## src/rtl/pdcch_dmrs_controller_if.sv

```systemverilog
// Purpose : stream bundle for the PDCCH DMRS controller: the config word in, per-symbol PN config out.
// Latency : none, this is wiring only.
// Backpressure: s_axis_* and m_axis_* are plain valid/ready pairs; sym_idx travels alongside m_axis_data.
// Ports   : slave  = controller side (takes config, drives per-symbol output)
//           master = environment side (drives config, takes per-symbol output)
interface pdcch_dmrs_controller_if #(
  parameter int IP_DW = 110,
  parameter int OP_DW = 105
);
  logic [IP_DW-1:0] s_axis_data;
  logic             s_axis_valid;
  logic             s_axis_ready;
  logic [OP_DW-1:0] m_axis_data;
  logic             m_axis_valid;
  logic             m_axis_ready;
  logic [3:0]       sym_idx;

  modport slave (
    input  s_axis_data, s_axis_valid, m_axis_ready,
    output s_axis_ready, m_axis_data, m_axis_valid, sym_idx
  );

  modport master (
    output s_axis_data, s_axis_valid, m_axis_ready,
    input  s_axis_ready, m_axis_data, m_axis_valid, sym_idx
  );
endinterface

```

## src/rtl/pdcch_dmrs_controller.sv

```systemverilog
// Purpose : turns one PDCCH top-config word into one PN-generator config per CORESET OFDM symbol.
// Latency : m_axis_valid rises 3 cycles after the input handshake, and 3 cycles after each output handshake.
// Backpressure: one config at a time (s_axis_ready only in IDLE); output is held stable until m_axis_ready.
// Ports   : clk, reset (sync, active high); bus (slave modport: s_axis_*, m_axis_*, sym_idx);
//           busy (not IDLE), done (1-cycle pulse at end of config), err (1-cycle pulse on a bad config).
module pdcch_dmrs_controller #(
  parameter int IP_DW = 110,
  parameter int OP_DW = 105
) (
  input  logic                    clk,
  input  logic                    reset,
  pdcch_dmrs_controller_if.slave  bus,
  output logic                    busy,
  output logic                    done,
  output logic                    err
);

  typedef enum logic [1:0] {IDLE, CALC1, CALC2, EMIT} state_t;

  // Input field views
  logic [1:0]  in_coreset;
  logic [6:0]  in_slot;
  logic [15:0] in_nid;
  logic [3:0]  in_start;
  logic [12:0] in_offset;
  logic [44:0] in_bitmap;
  logic [1:0]  in_dur;
  logic [4:0]  in_last_sym;
  logic        in_ovf;

  assign in_coreset = bus.s_axis_data[88:87];
  assign in_slot    = bus.s_axis_data[86:80];
  assign in_nid     = bus.s_axis_data[79:64];
  assign in_start   = bus.s_axis_data[63:60];
  assign in_offset  = bus.s_axis_data[57:45];
  assign in_bitmap  = bus.s_axis_data[44:0];

  // A zero-length CORESET is run as a single symbol.
  assign in_dur      = (in_coreset == 2'd0) ? 2'd1 : in_coreset;
  assign in_last_sym = {1'b0, in_start} + {3'b0, in_dur} - 5'd1;
  assign in_ovf      = (in_last_sym > 5'd13);

  // Highest set bit of the frequency bitmap sets the PN length (36 bits per RB group).
  logic [5:0]  hi_bit;
  logic [15:0] pn_calc;

  always_comb begin
    hi_bit = 6'd0;
    for (int i = 0; i < 45; i++) begin
      if (in_bitmap[i]) hi_bit = i[5:0];
    end
  end

  assign pn_calc = ({10'd0, hi_bit} + 16'd1) * 16'd36;

  // State
  state_t           state_q, state_d;
  logic             s_ready_q, s_ready_d;
  logic             m_valid_q, m_valid_d;
  logic [OP_DW-1:0] m_data_q, m_data_d;
  logic [3:0]       l_q, l_d;
  logic [1:0]       k_q, k_d;
  logic [1:0]       dur_q, dur_d;
  logic [6:0]       slot_q, slot_d;
  logic [15:0]      nid_q, nid_d;
  logic [12:0]      offset_q, offset_d;
  logic [44:0]      bitmap_q, bitmap_d;
  logic [15:0]      pn_len_q, pn_len_d;
  logic             ovf_q, ovf_d;
  logic [10:0]      a_q, a_d;
  logic [16:0]      b_q, b_d;
  logic             busy_q, busy_d;
  logic             done_q, done_d;
  logic             err_q, err_d;

  // Only the low 14 bits of a*b survive the shift into the 31-bit C_init.
  logic [27:0] prod;
  logic [13:0] p;
  logic [30:0] cinit;

  assign prod  = {17'd0, a_q} * {11'd0, b_q};
  assign p     = prod[13:0];
  assign cinit = {p, 17'd0} + {14'd0, nid_q, 1'b0};

  // Bandwidth-part fields and start_symbol_index play no part in the DMRS config.
  logic unused_bits;
  assign unused_bits = ^{bus.s_axis_data[IP_DW-1:89], bus.s_axis_data[59:58], prod[27:14]};

  always_comb begin
    state_d   = state_q;
    m_valid_d = m_valid_q;
    m_data_d  = m_data_q;
    l_d       = l_q;
    k_d       = k_q;
    dur_d     = dur_q;
    slot_d    = slot_q;
    nid_d     = nid_q;
    offset_d  = offset_q;
    bitmap_d  = bitmap_q;
    pn_len_d  = pn_len_q;
    ovf_d     = ovf_q;
    a_d       = a_q;
    b_d       = b_q;
    done_d    = 1'b0;
    err_d     = 1'b0;

    case (state_q)
      IDLE: begin
        if (bus.s_axis_valid && s_ready_q) begin
          slot_d   = in_slot;
          nid_d    = in_nid;
          offset_d = in_offset;
          bitmap_d = in_bitmap;
          dur_d    = in_dur;
          pn_len_d = pn_calc;
          ovf_d    = in_ovf;
          l_d      = in_start;
          k_d      = 2'd0;
          if (in_bitmap == 45'd0) begin
            // Nothing to emit: report and finish immediately.
            done_d = 1'b1;
            err_d  = 1'b1;
          end else begin
            err_d   = (in_coreset == 2'd0);
            state_d = CALC1;
          end
        end
      end

      CALC1: begin
        a_d     = {4'd0, slot_q} * 11'd14 + {7'd0, l_q} + 11'd1;
        b_d     = {nid_q, 1'b1};
        state_d = CALC2;
      end

      CALC2: begin
        m_data_d  = {cinit, pn_len_q, offset_q, bitmap_q};
        m_valid_d = 1'b1;
        state_d   = EMIT;
      end

      EMIT: begin
        if (bus.m_axis_ready) begin
          m_valid_d = 1'b0;
          // Stop at the CORESET length or at the last symbol of the slot, whichever is first.
          if ((k_q < dur_q - 2'd1) && (l_q < 4'd13)) begin
            k_d     = k_q + 2'd1;
            l_d     = l_q + 4'd1;
            state_d = CALC1;
          end else begin
            done_d  = 1'b1;
            err_d   = ovf_q;
            state_d = IDLE;
          end
        end
      end

      default: state_d = IDLE;
    endcase

    s_ready_d = (state_d == IDLE);
    busy_d    = (state_d != IDLE);
  end

  always_ff @(posedge clk) begin
    if (reset) begin
      state_q   <= IDLE;
      s_ready_q <= 1'b1;
      m_valid_q <= 1'b0;
      m_data_q  <= '0;
      l_q       <= 4'd0;
      k_q       <= 2'd0;
      dur_q     <= 2'd1;
      slot_q    <= 7'd0;
      nid_q     <= 16'd0;
      offset_q  <= 13'd0;
      bitmap_q  <= 45'd0;
      pn_len_q  <= 16'd0;
      ovf_q     <= 1'b0;
      a_q       <= 11'd0;
      b_q       <= 17'd0;
      busy_q    <= 1'b0;
      done_q    <= 1'b0;
      err_q     <= 1'b0;
    end else begin
      state_q   <= state_d;
      s_ready_q <= s_ready_d;
      m_valid_q <= m_valid_d;
      m_data_q  <= m_data_d;
      l_q       <= l_d;
      k_q       <= k_d;
      dur_q     <= dur_d;
      slot_q    <= slot_d;
      nid_q     <= nid_d;
      offset_q  <= offset_d;
      bitmap_q  <= bitmap_d;
      pn_len_q  <= pn_len_d;
      ovf_q     <= ovf_d;
      a_q       <= a_d;
      b_q       <= b_d;
      busy_q    <= busy_d;
      done_q    <= done_d;
      err_q     <= err_d;
    end
  end

  assign bus.s_axis_ready = s_ready_q;
  assign bus.m_axis_valid = m_valid_q;
  assign bus.m_axis_data  = m_data_q;
  assign bus.sym_idx      = l_q;
  assign busy             = busy_q;
  assign done             = done_q;
  assign err              = err_q;

endmodule

```

## src/flat_wrapper.sv

```systemverilog
// flat-port wrapper written by rule: the top's interface ports become plain ports
module pdcch_dmrs_controller_flat 
#(
  parameter int IP_DW = 110,
  parameter int OP_DW = 105
)
  (clk, reset, busy, done, err, bus_s_axis_data, bus_s_axis_valid, bus_m_axis_ready, bus_s_axis_ready, bus_m_axis_data, bus_m_axis_valid, bus_sym_idx);
  pdcch_dmrs_controller_if #(.IP_DW(IP_DW), .OP_DW(OP_DW)) bus_i ();
  input  logic clk;
  input  logic reset;
  output logic busy;
  output logic done;
  output logic err;
  input wire logic [$bits(bus_i.s_axis_data)-1:0] bus_s_axis_data;
  input wire logic [$bits(bus_i.s_axis_valid)-1:0] bus_s_axis_valid;
  input wire logic [$bits(bus_i.m_axis_ready)-1:0] bus_m_axis_ready;
  output wire logic [$bits(bus_i.s_axis_ready)-1:0] bus_s_axis_ready;
  output wire logic [$bits(bus_i.m_axis_data)-1:0] bus_m_axis_data;
  output wire logic [$bits(bus_i.m_axis_valid)-1:0] bus_m_axis_valid;
  output wire logic [$bits(bus_i.sym_idx)-1:0] bus_sym_idx;
  assign bus_i.s_axis_data = bus_s_axis_data;
  assign bus_i.s_axis_valid = bus_s_axis_valid;
  assign bus_i.m_axis_ready = bus_m_axis_ready;
  assign bus_s_axis_ready = bus_i.s_axis_ready;
  assign bus_m_axis_data = bus_i.m_axis_data;
  assign bus_m_axis_valid = bus_i.m_axis_valid;
  assign bus_sym_idx = bus_i.sym_idx;
  pdcch_dmrs_controller #(.IP_DW(IP_DW), .OP_DW(OP_DW)) u_core (.clk(clk), .reset(reset), .bus(bus_i), .busy(busy), .done(done), .err(err));
endmodule
```

## config.mk

```make
export PLATFORM = sky130hd
export DESIGN_NAME = pdcch_dmrs_controller_flat
export DESIGN_NICKNAME = d
export VERILOG_FILES = /design/src/rtl/pdcch_dmrs_controller_if.sv /design/src/rtl/pdcch_dmrs_controller.sv /design/src/flat_wrapper.sv
export SDC_FILE = /design/constraint.sdc
export NUM_CORES = 1
export LEC_CHECK = 0
export CAP_MARGIN = 20
export CORE_MARGIN = 3
export CORE_UTILIZATION = 40
export DETAILED_ROUTE_END_ITERATION = 10
export GPL_ROUTABILITY_DRIVEN = 0
export SYNTH_ARGS = -nofsm -noshare
export SYNTH_HDL_FRONTEND = slang
export SYNTH_SLANG_ARGS = --single-unit
```

## constraint.sdc

```tcl
create_clock -name clk -period 8.8 [get_ports clk]
set_input_delay 2.2 -clock clk [delete_from_list [all_inputs] [get_ports clk]]
set_output_delay 2.2 -clock clk [all_outputs]
set_load 0.02 [all_outputs]
```

==> results.md <==
* Row cnt at 64
* Final #Nets at ~1900
* EDFF count, synth at 0
* Fmax achieved at between 0.15 and 0.2 GHz
* WHS Path Cells at 2
* Post-CTS Setup Repair Bufs at 0
* Actual slew at the worst max-slew pin at 0.929 ns
* Antenna cell count at 0
* Post-CTS Hold Fix Bufs at 0
* Reg area at approximately 4600 sq um
* Via density at between 5 and 6
* FF+latch count, synth at roughly 230
* Initial core utilization at 0.410
* Mapped Cells at 1455
* Comb power frac at 0.305
* Layout area overhead at 25.0%
* Routed wire per std cell at roughly 16 um
* RSZ-0062 raised after global routing: no
* Post-synth top cells: nand2_1 (248), dfxtp_1 (232), nor2_1 (162)
* Post-route ant nets at 0
* H-tree levels at 1
* Crit-path max FO at 5
* Power Density at 226 nW/um^2
* Internal power at about 2300 uW
* Clock Skew at roughly 0.0075 ns
* Grt total ovfl at 0
* RR Endpoint: u_core.bus.m_axis_data[104]$_SDFFE_PP0P_
* Clock root buffer: clkbuf_16
* Non-filler cells, final at 2028
* Worst hold endpoint: u_core.bitmap_q[35]$_SDFFE_PP0P_
* First-pass DRT Iterations at 7
* Num CTS Buffers at 27
* Area taken by multi-input logic gates at between 7000 and 8000 sq um
* Reg2Reg Depth at 14
* Syn_area_per_cell at approximately 8.7 sq um
* Critical path endpoint category: flop
* Status: complete, no violations
* Post-cts repair resize count at 0
* Core area at around 31000 sq um
* DRC at 0
* Maximum clock path buffer count at 3
* Most frequent CP cell: ha_1
* Top-count cell post-synth: nand2_1
* Sequential power share at 0.381
* Largest net degree at the start of global routing at 99
* Reg-to-reg setup timing slack at about 3.8 ns
* # port buffers at a little under 200
* Fillcell total at ~3000
* Net Sw Power at roughly 1200 uW
* Max-cap violations at 0
* CTS sink count at ~230
* First-pass GRT wire length at 52900 um
* Cell Chain, Critical Path: clkdlybuf4s50_1 > or3_1 > or3_1 > a221oi_1 > o32a_1 > nor2b_1 > ha_1 > nand3b_1 > xnor2_1 > ha_1 > ha_1 > fa_1 > a21o_1 > a21o_1 > nor3_1 > a211o_1 > a21oi_1 > and3b_1
* Vias in the first global route at between 10000 and 15000
* Asr flop ratio synth at 0
* Worst Hold Class: reg -> reg
* Synth area leaders: dfxtp_1 (37%), fa_1 (11%), mux2i_1 (8.8%)
* Fin crit share at 0.710
* Synth warnings at 0
* Syn Std Cell Area at between 10000 and 15000 sq um
* Worst-Skew Late Latency at between 0.5 and 0.6 ns
* Critical path data arrival time at 6.70 ns
* Ports at between 200 and 250
* Kind of critical path: in -> reg
* 1st-iter DRT viols at 430
* Detailed Route WL at 32000 um
* Routed via count at between 10000 and 15000
* Setup TNS at 0 ns
* CP required at 9.24 ns
* Fin. max-slew vios at 0
* Fin crit period at about 6.3 ns
* Post-synth top area share at 0.366
* Clock power share at 0.314
* Hold_sp: u_core.bitmap_q[35]$_SDFFE_PP0P_
* Die ar. at approximately 34000 sq um
* Distinct cell type count after synthesis at 59
* Cell taking the most area after synthesis: dfxtp_1
* Worst r2r src: u_core.b_q[2]$_SDFFE_PP0P_
* CP Launch Type: input port
* Seq/Total Area, Yosys at 0.366
* Die W at ~180 um
* All-Layer GR Usage at 0.189
* Final count of hold timing violations at 0
* Antenna violations before repair at 0
* DIE HEIGHT at 184 um
* Setup-failing EPs final at 0
* Cells after DPL at 1978
* Crit-path max cell delay at about 0.52 ns
* Pleak at 0.00628 uW
* TritonCTS clock tree: built
* Sw Share at 0.346
* Worst-path clk slew at ~0.060 ns
* Primary FF master, synth: dfxtp_1
* DP Wirelength at ~23000 um
* Max transition margin at 0.381
* Worst VDD drop at 0.143 mV
* Slowest stage cell, crit path: clkdlybuf4s50_1
* Share of post-route cells with drive strength above 1 at 0.0398
==> worst max-delay path, delay by kind of cell <==
family          cells  cell delay (ns)
fa+ha+maj           4             1.14
compound gates      6             1.12
buf+inv             1             0.52
xor+xnor            1             0.24
simple gates        6             1.47
==> metrics by stage <==
stage	total power (uW)	hold WS, ns	utilization	worst slack [ns]	area, sq um
3_3_place_gp	2470	0.443	0.483	2.01	14900
3_5_place_dp	2490	0.447	0.483	1.95	14900
4_1_cts	3630	0.455	0.512	2.54	15800
2_1_floorplan	2130	0.420	-	2.99	12700
5_1_grt	3810	0.469	0.512	2.11	15800
6_report	3580	0.453	0.512	2.55	15800
==> metal layers <==
layer / up-vias / global-route usage / wire, um
met5: - / 0 / 0
li1: 5085 / - / -
met1: 4836 / 0.228 / 13700
met2: 180 / 0.336 / 15600
met3: 41 / 0.0566 / 2110
met4: 0 / 0.0351 / 570
==> power groups by stage <==
stage | registers, uW | clock network (uW) | logic, uW
after CTS | 1370 | 1160 | 1100
final | 1360 | 1130 | 1090
after global routing | 1390 | 1200 | 1220
after global placement | 1390 | 0 | 1080
after floorplan | 1360 | 0 | 767
after detailed placement | 1390 | 0 | 1100
==> layout by cell type (no fill, tap or decap), drive strengths merged, types with 4 or more instances in the layout <==
cell	n
a211o	4
a211oi	16
a21o	15
a21oi	114
a22oi	4
a311oi	4
and2	54
buf	8
clkbuf	36
clkdlybuf4s50	197
clkinv	10
conb	7
dfxtp	232
fa	67
ha	65
inv	106
mux2i	111
nand2	248
nand2b	5
nand3	10
nor2	162
nor2b	9
nor3	12
nor3b	4
nor4	9
o211ai	4
o21a	4
o21ai	19
or3	6
or4	6
xnor2	35
xor2	10
==> logic make-up after synthesis <==
kind of cell    after synthesis  synth area share
mux                         112            0.0885
fa+ha+maj                   132             0.170
simple gates                535             0.185
buf+inv                     188            0.0575
compound gates              210             0.101
xor+xnor                     45            0.0311
other cells                   1          0.000296
flops                       232             0.366
==> state kept, by name (all words and copies together) (netlist names) <==
signal / count
u_core.done: 1
u_core.slot_q: 7
u_core.offset_q: 13
u_core.pn_len_q: 11
u_core.bus.m_axis_data: 99
u_core.k_q: 2
u_core.a_q: 11
u_core.bus.sym_idx: 4
u_core.busy: 1
u_core.state_q: 2
u_core.bus.m_axis_valid: 1
u_core.dur_q: 2
u_core.err: 1
u_core.nid_q: 16
u_core.b_q: 14
u_core.bitmap_q: 45
u_core.ovf_q: 1
u_core.bus.s_axis_ready: 1
==> how the worst max path moves through the flow <==
stage,start,to,cells past startpoint
finish,bus_s_axis_data[36],u_core.pn_len_q[10]$_SDFFE_PP0P_,18
global route,bus_s_axis_data[5],u_core.pn_len_q[10]$_SDFFE_PP0P_,19
CTS,bus_s_axis_data[5],u_core.pn_len_q[10]$_SDFFE_PP0P_,19
detailed placement,bus_s_axis_data[5],u_core.pn_len_q[10]$_SDFFE_PP0P_,19
global placement,bus_s_axis_data[5],u_core.pn_len_q[10]$_SDFFE_PP0P_,18
floorplan,bus_s_axis_data[34],u_core.pn_len_q[10]$_SDFFE_PP0P_,16
==> cell type report <==
cell class / count / area share
Multi-Input combinational cell: 1041 / 0.464
Sequential cell: 232 / 0.293
Timing Repair Buffer: 205 / 0.129
Clock buffer: 36 / 0.0486
Tap cell: 396 / 0.0313
Inverter: 105 / 0.0249
Clock inverter: 13 / 0.00845
Power figures use the tool's default switching activity.
